`config.mk`:
```
export PLATFORM = sky130hd
export DESIGN_NAME = instruction_fetch_flat
export DESIGN_NICKNAME = d
export VERILOG_FILES = /design/src/rtl/processor_pkg.sv /design/src/rtl/instruction_fetch_if.sv /design/src/rtl/fetch_skid_buffer.sv /design/src/rtl/instruction_fetch.sv /design/src/flat_wrapper.sv
export SDC_FILE = /design/constraint.sdc
export NUM_CORES = 1
export LEC_CHECK = 0
export BUFFER_PORTS_ARGS = -buffer_cell sky130_fd_sc_hd__buf_2
export CAP_MARGIN = 10
export CORE_MARGIN = 10
export CORE_UTILIZATION = 59
export CTS_BUF_LIST = sky130_fd_sc_hd__clkbuf_8 sky130_fd_sc_hd__clkbuf_16
export CTS_CLUSTER_DIAMETER = 150
export DETAILED_ROUTE_END_ITERATION = 16
export GPL_ROUTABILITY_DRIVEN = 0
export PLACE_DENSITY = 0.95
export RECOVER_POWER = 25
export SKIP_CTS_REPAIR_TIMING = 1
export SLEW_MARGIN = 20
export SYNTH_ARGS = -nofsm -noshare
export SYNTH_HDL_FRONTEND = slang
export SYNTH_SLANG_ARGS = --single-unit
```
`constraint.sdc`:
```
create_clock -name clk -period 5.6 [get_ports clk]
set_clock_uncertainty 0.15 [all_clocks]
set_input_delay 1.12 -clock clk [delete_from_list [all_inputs] [get_ports clk]]
set_output_delay 1.12 -clock clk [all_outputs]
set_load 0.01 [all_outputs]
```
`src/rtl/processor_pkg.sv`:
```
// Shared pipeline definitions: fetch FSM encoding and PC defaults used by
// every stage that needs to know where execution starts and how it advances.
package processor_pkg;

  typedef enum logic [1:0] {
    REQ   = 2'd0,
    WAIT  = 2'd1,
    HOLD  = 2'd2,
    DRAIN = 2'd3
  } fetch_state_t;

  localparam logic [31:0] RESET_PC_DEFAULT = 32'h0000_0000;
  localparam logic [31:0] PC_STEP_DEFAULT  = 32'd4;

endpackage

```
`src/rtl/instruction_fetch_if.sv`:
```
// Instruction-memory read port: single request, one response per request.
interface instruction_fetch_if #(
  parameter int bus = 32
);
  logic           imem_req;
  logic [bus-1:0] imem_addr;
  logic           imem_valid;
  logic [31:0]    imem_data;

  modport master (
    output imem_req,
    output imem_addr,
    input  imem_valid,
    input  imem_data
  );

  modport slave (
    input  imem_req,
    input  imem_addr,
    output imem_valid,
    output imem_data
  );
endinterface

```
`src/rtl/fetch_skid_buffer.sv`:
```
// One-entry holding slot for a fetched word that arrived while decode stalled.
module fetch_skid_buffer #(
  parameter int bus = 32
) (
  input  logic           clk,
  input  logic           rst_n,
  input  logic           load,
  input  logic           drain,
  input  logic           flush,
  input  logic [31:0]    load_instr,
  input  logic [bus-1:0] load_pc,
  output logic [31:0]    skid_instr,
  output logic [bus-1:0] skid_pc,
  output logic           skid_valid
);

  always_ff @(posedge clk or negedge rst_n) begin
    if (!rst_n) begin
      skid_valid <= 1'b0;
    end else if (flush) begin
      skid_valid <= 1'b0;
    end else if (load) begin
      skid_valid <= 1'b1;
    end else if (drain) begin
      skid_valid <= 1'b0;
    end
  end

  // Payload carries no reset: it is only observed while skid_valid is set.
  always_ff @(posedge clk) begin
    if (load) begin
      skid_instr <= load_instr;
      skid_pc    <= load_pc;
    end
  end

endmodule

```
`src/rtl/instruction_fetch.sv`:
```
// Fetch stage: PC register, single-outstanding imem read, IF/ID register,
// stall absorption via a one-entry skid buffer, and branch redirect squash.
module instruction_fetch
  import processor_pkg::*;
#(
  parameter int             bus      = 32,
  parameter logic [bus-1:0] RESET_PC = RESET_PC_DEFAULT[bus-1:0],
  parameter logic [bus-1:0] PC_STEP  = PC_STEP_DEFAULT[bus-1:0]
) (
  input  logic                  clk,
  input  logic                  rst_n,
  input  logic                  stall,
  input  logic                  branch_taken,
  input  logic [bus-1:0]        branch_target,
  instruction_fetch_if.master   imem,
  output logic [31:0]           instruction,
  output logic [bus-1:0]        PCo,
  output logic                  if_valid
);

  fetch_state_t   state;
  logic [bus-1:0] pc_q;
  logic [bus-1:0] req_pc;
  logic           req_fire;
  logic           skid_load;
  logic           skid_drain;
  logic [31:0]    skid_instr;
  logic [bus-1:0] skid_pc;
  logic           skid_valid;

  function automatic logic [bus-1:0] pc_advance(input logic [bus-1:0] pc);
    return pc + PC_STEP;
  endfunction

  // Request is gated by rst_n so nothing is issued while reset is held.
  assign req_fire       = rst_n && (state == REQ) && !branch_taken;
  assign imem.imem_req  = req_fire;
  assign imem.imem_addr = pc_q;

  assign skid_load  = (state == WAIT) && imem.imem_valid && stall && !branch_taken;
  assign skid_drain = (state == HOLD) && skid_valid && !stall && !branch_taken;

  fetch_skid_buffer #(.bus(bus)) u_skid (
    .clk        (clk),
    .rst_n      (rst_n),
    .load       (skid_load),
    .drain      (skid_drain),
    .flush      (branch_taken),
    .load_instr (imem.imem_data),
    .load_pc    (req_pc),
    .skid_instr (skid_instr),
    .skid_pc    (skid_pc),
    .skid_valid (skid_valid)
  );

  always_ff @(posedge clk) begin
    if (req_fire) begin
      req_pc <= pc_q;
    end
  end

  always_ff @(posedge clk or negedge rst_n) begin
    if (!rst_n) begin
      state       <= REQ;
      pc_q        <= RESET_PC;
      if_valid    <= 1'b0;
      instruction <= '0;
      PCo         <= '0;
    end else begin
      // Redirect wins over stall; otherwise an unloaded, unstalled IF/ID bubbles.
      if (branch_taken) begin
        pc_q     <= branch_target;
        if_valid <= 1'b0;
      end else if (!stall) begin
        if_valid <= 1'b0;
      end

      case (state)
        REQ: begin
          if (!branch_taken) begin
            pc_q  <= pc_advance(pc_q);
            state <= WAIT;
          end
        end
        WAIT: begin
          if (branch_taken) begin
            state <= imem.imem_valid ? REQ : DRAIN;
          end else if (imem.imem_valid) begin
            if (!stall) begin
              instruction <= imem.imem_data;
              PCo         <= req_pc;
              if_valid    <= 1'b1;
              state       <= REQ;
            end else begin
              state <= HOLD;
            end
          end
        end
        HOLD: begin
          if (branch_taken) begin
            state <= REQ;
          end else if (skid_drain) begin
            instruction <= skid_instr;
            PCo         <= skid_pc;
            if_valid    <= 1'b1;
            state       <= REQ;
          end
        end
        DRAIN: begin
          // The squashed response is still in flight; swallow it before refetching.
          if (imem.imem_valid) begin
            state <= REQ;
          end
        end
        default: state <= REQ;
      endcase
    end
  end

endmodule

```
`src/flat_wrapper.sv`:
```
// flat-port wrapper written by rule: the top's interface ports become plain ports
module instruction_fetch_flat import processor_pkg::*;
#(
  parameter int             bus      = 32,
  parameter logic [bus-1:0] RESET_PC = RESET_PC_DEFAULT[bus-1:0],
  parameter logic [bus-1:0] PC_STEP  = PC_STEP_DEFAULT[bus-1:0]
)
  (clk, rst_n, stall, branch_taken, branch_target, instruction, PCo, if_valid, imem_imem_req, imem_imem_addr, imem_imem_valid, imem_imem_data);
  instruction_fetch_if #(.bus(bus)) imem_i ();
  input  logic clk;
  input  logic rst_n;
  input  logic stall;
  input  logic branch_taken;
  input  logic [bus-1:0] branch_target;
  output logic [31:0] instruction;
  output logic [bus-1:0] PCo;
  output logic if_valid;
  output wire logic [$bits(imem_i.imem_req)-1:0] imem_imem_req;
  output wire logic [$bits(imem_i.imem_addr)-1:0] imem_imem_addr;
  input wire logic [$bits(imem_i.imem_valid)-1:0] imem_imem_valid;
  input wire logic [$bits(imem_i.imem_data)-1:0] imem_imem_data;
  assign imem_imem_req = imem_i.imem_req;
  assign imem_imem_addr = imem_i.imem_addr;
  assign imem_i.imem_valid = imem_imem_valid;
  assign imem_i.imem_data = imem_imem_data;
  instruction_fetch #(.bus(bus), .RESET_PC(RESET_PC), .PC_STEP(PC_STEP)) u_core (.clk(clk), .rst_n(rst_n), .stall(stall), .branch_taken(branch_taken), .branch_target(branch_target), .imem(imem_i), .instruction(instruction), .PCo(PCo), .if_valid(if_valid));
endmodule
```
Word level (Yosys, flattened, before mapping)
Index checks and enable logic that the tools add are counted.

storage, ports and cells
  bits in registers = 196
  bits in latches = 0
  RAM bits = 0
  ROM bits = 0
  input bits = 69
  output and inout port bits = 98
  memories kept = 0

operators by class
  $add $sub $neg = 1
  multiply operators = 0
  divide/modulo/power cells = 0
  magnitude comparators = 0
  equal/unequal tests = 12
  shift operators = 0
  muxes and demuxes = 35
  bitwise gates (word level) = 0
  reductions and logical operators = 15

operators with widths
  operator               count
  $mux 32                13
  $pmux 32 s2            2
  $add 32x3->32 const B  1
  $mux 2                 8
  $ne 2x2->1 const B     6
  $mux 1                 10
  $logic_and 1x1->1      8
  $pmux 2 s4             1
  $reduce_and 6->1       1
  $eq 2x2->1 const B     2
  $reduce_and 4->1       1
  $ne 3x2->1 const B     1
  $ne 3x3->1 const B     1
  $reduce_bool 3->1      1
  $eq 2x1->1 const B     1
  $logic_not 1->1        2
  $logic_not 2->1        1
  $ne 2x1->1 const B     1
  $pmux 1 s2             1
  $reduce_bool 2->1      1

Depth between registers and ports, before layout
  depth in word-level cells = 7
  gate-level depth with buffers = 9
  depth with buffers taken out = 6

Cells and area by module
Synthesis repeated with hierarchy kept, for this count alone.

second synthesis, totals
  cells, all modules = 578
  area total of the unflattened synthesis = 7981.4 µm²

by module, submodules not included
  module             times used  cells an instance  area an instance (µm²)  seq. area each (µm²)
  instruction_fetch  1           510                6015.8                  3438.3
  fetch_skid_buffer  1           68                 1965.6                  1946.9

Worst setup path before layout
Ideal clock, no wire load.

  kind = in2out
  start point = in branch_taken
  end point = out imem_imem_req
  arrival time = 2.460 ns
  required time = 4.330 ns
  setup slack = 1.870 ns
  stages = 3
  buffers on the path = 1
  path through = clkbuf_1 nor2b_1 and2_1

on the way
  word-level cells in the longest chain between the ends = 2

ends and longest elaborated chain
  what               RTL line                 source
  start, declared    flat_wrapper.sv:13       input logic branch_taken;
  $logic_not 1->1    instruction_fetch.sv:36  assign req_fire = rst_n && (state == REQ) && !branch_taken;
  $logic_and 1x1->1  instruction_fetch.sv:36
  end, declared      flat_wrapper.sv:18       output wire logic [$bits(imem_i.imem_req)-1:0] imem_imem_req;

Every way passes these cells.

Worst setup path in the final report
  start point = reg u_core.state[0]
  end point = out imem_imem_req

on the way
  word-level cells in the longest chain between the ends = 3

ends and longest elaborated chain
  what                            RTL line                 source
  start, declared                 instruction_fetch.sv:21  fetch_state_t state;
  start signal, assigned          instruction_fetch.sv:87  state <= imem.imem_valid ? REQ : DRAIN;
  $logic_not 2->1                 instruction_fetch.sv:36
  $logic_and 1x1->1 (2 in a row)  instruction_fetch.sv:36

Every way passes these cells.

==> run_results.csv <==
group,metric,value,unit
sta,finalCritPeriodShare,71.1,%
synthesis,syn_nets,668,
global_routing,grt_max_degree,129,
die,die_x,136,um
die,dieArea,18500,um2
synthesis,ys_ff_latch,196,
synthesis,synthTopCellsByArea,"edfxtp_1 36%, dfrtp_1 32%, mux2i_1 12%",
cts,numCtsBuffers,17,
synthesis,async_flop_share,51.0,%
sta,finalCriticalPeriod,3980,ps
pwr,irDropWorstVdd,0.000308,V
cells_and_area,drive_gt1_share,24.2,%
outcome,run_status,"finished clean",
synthesis,syn-cell-area,7920,um2
detailed_routing,viasPerCell,5.73,
synthesis,yosys-top-cells-count,"100 x dfrtp_1, 98 x mux2i_1, 96 x edfxtp_1",
die,start_util,60.1,%
worst_setup_path,cp-start-kind,"flop",
cts,clock_sinks,196,
detailed_routing,first_pass_iters,5,
cts,insertion_delay,430,ps
pwr,cellLeakagePower,3.77,nW
worst_hold_path,hp-class,"reg -> reg",
die,placementRows,42,
synthesis,synthFlopType,"dfrtp_1",
synthesis,syn_avg_cell_area,13.4,um2
global_routing,grt_pass1_vias,5575,
sta,finalSetupTns,0,ps
sta,rsz0062_at_grt,"false",
cts,clockRootBuffer,"clkbuf_16",
detailed_routing,drc,0,
detailed_routing,wl,18700,um
worst_setup_path,cp.arrival,2710,ps
cells_and_area,fillerInstances,866,
cells_and_area,final_util,72.0,%
cells_and_area,diodes,0,
global_routing,track_usage,20.4,%
global_routing,grt_overflow,0,
synthesis,synth_edf_count,96,
cts,h-tree-depth,4,
sta,tightest_slew,969,ps
sta,timing.fmax,0.251,GHz
synthesis,yosys.area.top_type,"edfxtp_1",
place,portBuffers,166,
die,ios,167,
synthesis,synth_top_area_share,36.4,%
detailed_routing,postRouteAntennaNets,0,
detailed_routing,drtIter0Drc,409,
detailed_routing,routedWlPerCell,19.9,um
worst_setup_path,critPathCaptureType,"output port",
global_routing,antenna_found_initial,0,
detailed_routing,vias,5394,
cts,cts_tree,"yes",
sta,slew_violations,0,
sta,hold_viol_final,0,
sta,setup_violations,0,
worst_setup_path,path_max_fanout,33,
sta,relSlewSlack,35.4,%
place,hpwl,12700,um
synthesis,yosys_warnings,0,
cts,cts.clk_slew.worst_paths,70,ps
die,die_y,136,um
global_routing,grt_pass1_wl,29500,um
synthesis,ys_types,36,
worst_setup_path,crit_required,4330,ps
run,cap_violations,0,
cells_and_area,finalNetCount,829,
die,fp.coreArea,13200,um2
cts,clock_path_buffers,2,
synthesis,ys_seq_area_share,68.0,%
worst_setup_path,path_class,"reg -> out",
synthesis,synth_most_common_cell,"dfrtp_1",
pwr,powerDensity,477,nW/um2
synthesis,syn_inst,593,
cells_and_area,area_delta_synth_final,19.9,%
## critical path, stage by stage, from the launching register on
cell     delay, ps
dfrtp_1        400
inv_1          180
ha_1           490
nor2b_1        390
and2_1         200
buf_4          380
buf_2          220
## through the flow
step | total power [W] | area (um2) | std cells | hold slack (ps) | setup slack (ps)
global placement | 0.00324 | 8910 | 910 | 290 | 1900
finish | 0.00453 | 9500 | 942 | 304 | 1620
CTS | 0.00457 | 9500 | 941 | 303 | 1650
detailed placement | 0.00334 | 8910 | 910 | 289 | 1850
floorplan | 0.00279 | 7920 | 593 | 276 | 1870
global route | 0.00477 | 9500 | 942 | 317 | 1480
## final timing paths
check	from	to	slack (ps)	cells after the start
worst max-delay path	u_core.state[0]	imem_imem_req	1620	6
worst min-delay path	u_core.req_pc[29]	u_core.u_skid.skid_pc[29]	300	0
worst max register to register	u_core.state[1]	u_core.u_skid.skid_instr[7]	2880	4
worst min register to register	u_core.req_pc[29]	u_core.u_skid.skid_pc[29]	300	0
max in group asynchronous	rst_n	u_core.instruction[6]	3590	2
min in group asynchronous	rst_n	u_core.imem.imem_addr[3]	540	1
## power breakdown
part / leakage (nW) / internal, W / switching, W
registers: 2.01 / 0.00186 / 0.000218
logic: 1.46 / 0.000498 / 0.000744
clock network: 0.289 / 0.000698 / 0.000514
## per-layer routing
metal	up-vias	track usage, %	part of all wire, %
met5	-	0	0
met4	0	9.94	3.3
met3	57	5.28	8.2
met2	255	32.7	48
met1	2618	25.3	40
li1	2464	-	-
## cell type report
cell class                 count  area, um2  area share (%)
timing repair buffer         173        876            9.22
sequential                   196       5390            56.7
clock inverter                14        165            1.74
clock buffer                  17        425            4.48
multi-input combinational    359       2400            25.3
tap                          176        220            2.32
inverter                       7       26.3           0.277
## state kept, by name, summed over array words and instances (netlist names), named ones only
| register | cells |
|---|---|
| u_core.instruction | 32 |
| u_core.imem.imem_addr | 31 |
| u_core.PCo | 32 |
| u_core.u_skid.skid_instr | 32 |
| u_core.u_skid.skid_pc | 32 |
| u_core.if_valid | 1 |
| u_core.state | 2 |
| u_core.u_skid.skid_valid | 1 |
| u_core.req_pc | 32 |
## cell families after synthesis
group	Yosys count	synth area share, %
xor gates and xnor gates	11	1.22
adders and majority gates	6	0.947
muxes	101	12.8
AOI/OAI and AO/OA	87	5.72
and+or+nand+nor	154	9.40
buffers and inverters	38	1.96
DFF	196	68.0
## placed cells by master (no fill, tap or decap), types with 2 or more instances in the layout
master | synthesis | layout
nand3_1 | 12 | 12
nand2b_1 | 2 | 2
xnor2_1 | 3 | 3
or3_1 | 2 | 2
nor2_1 | 73 | 73
clkbuf_16 | 0 | 17
clkinv_4 | 0 | 4
mux2_2 | 3 | 3
xor2_1 | 8 | 8
clkbuf_1 | 15 | 27
inv_1 | 7 | 9
nand4_1 | 14 | 14
and4_1 | 4 | 3
dfrtp_1 | 100 | 100
and2_1 | 4 | 4
a21oi_1 | 67 | 67
buf_2 | 10 | 138
o21ai_0 | 14 | 14
nand2_1 | 21 | 21
nor2b_1 | 4 | 4
ha_1 | 6 | 5
clkinvlp_4 | 0 | 2
and3_1 | 5 | 5
mux2i_1 | 98 | 98
bufinv_16 | 0 | 3
a31oi_1 | 2 | 2
edfxtp_1 | 96 | 96
nor3_1 | 5 | 5
or4_4 | 2 | 2
buf_4 | 0 | 6
(Power assumes the default switching activity.)
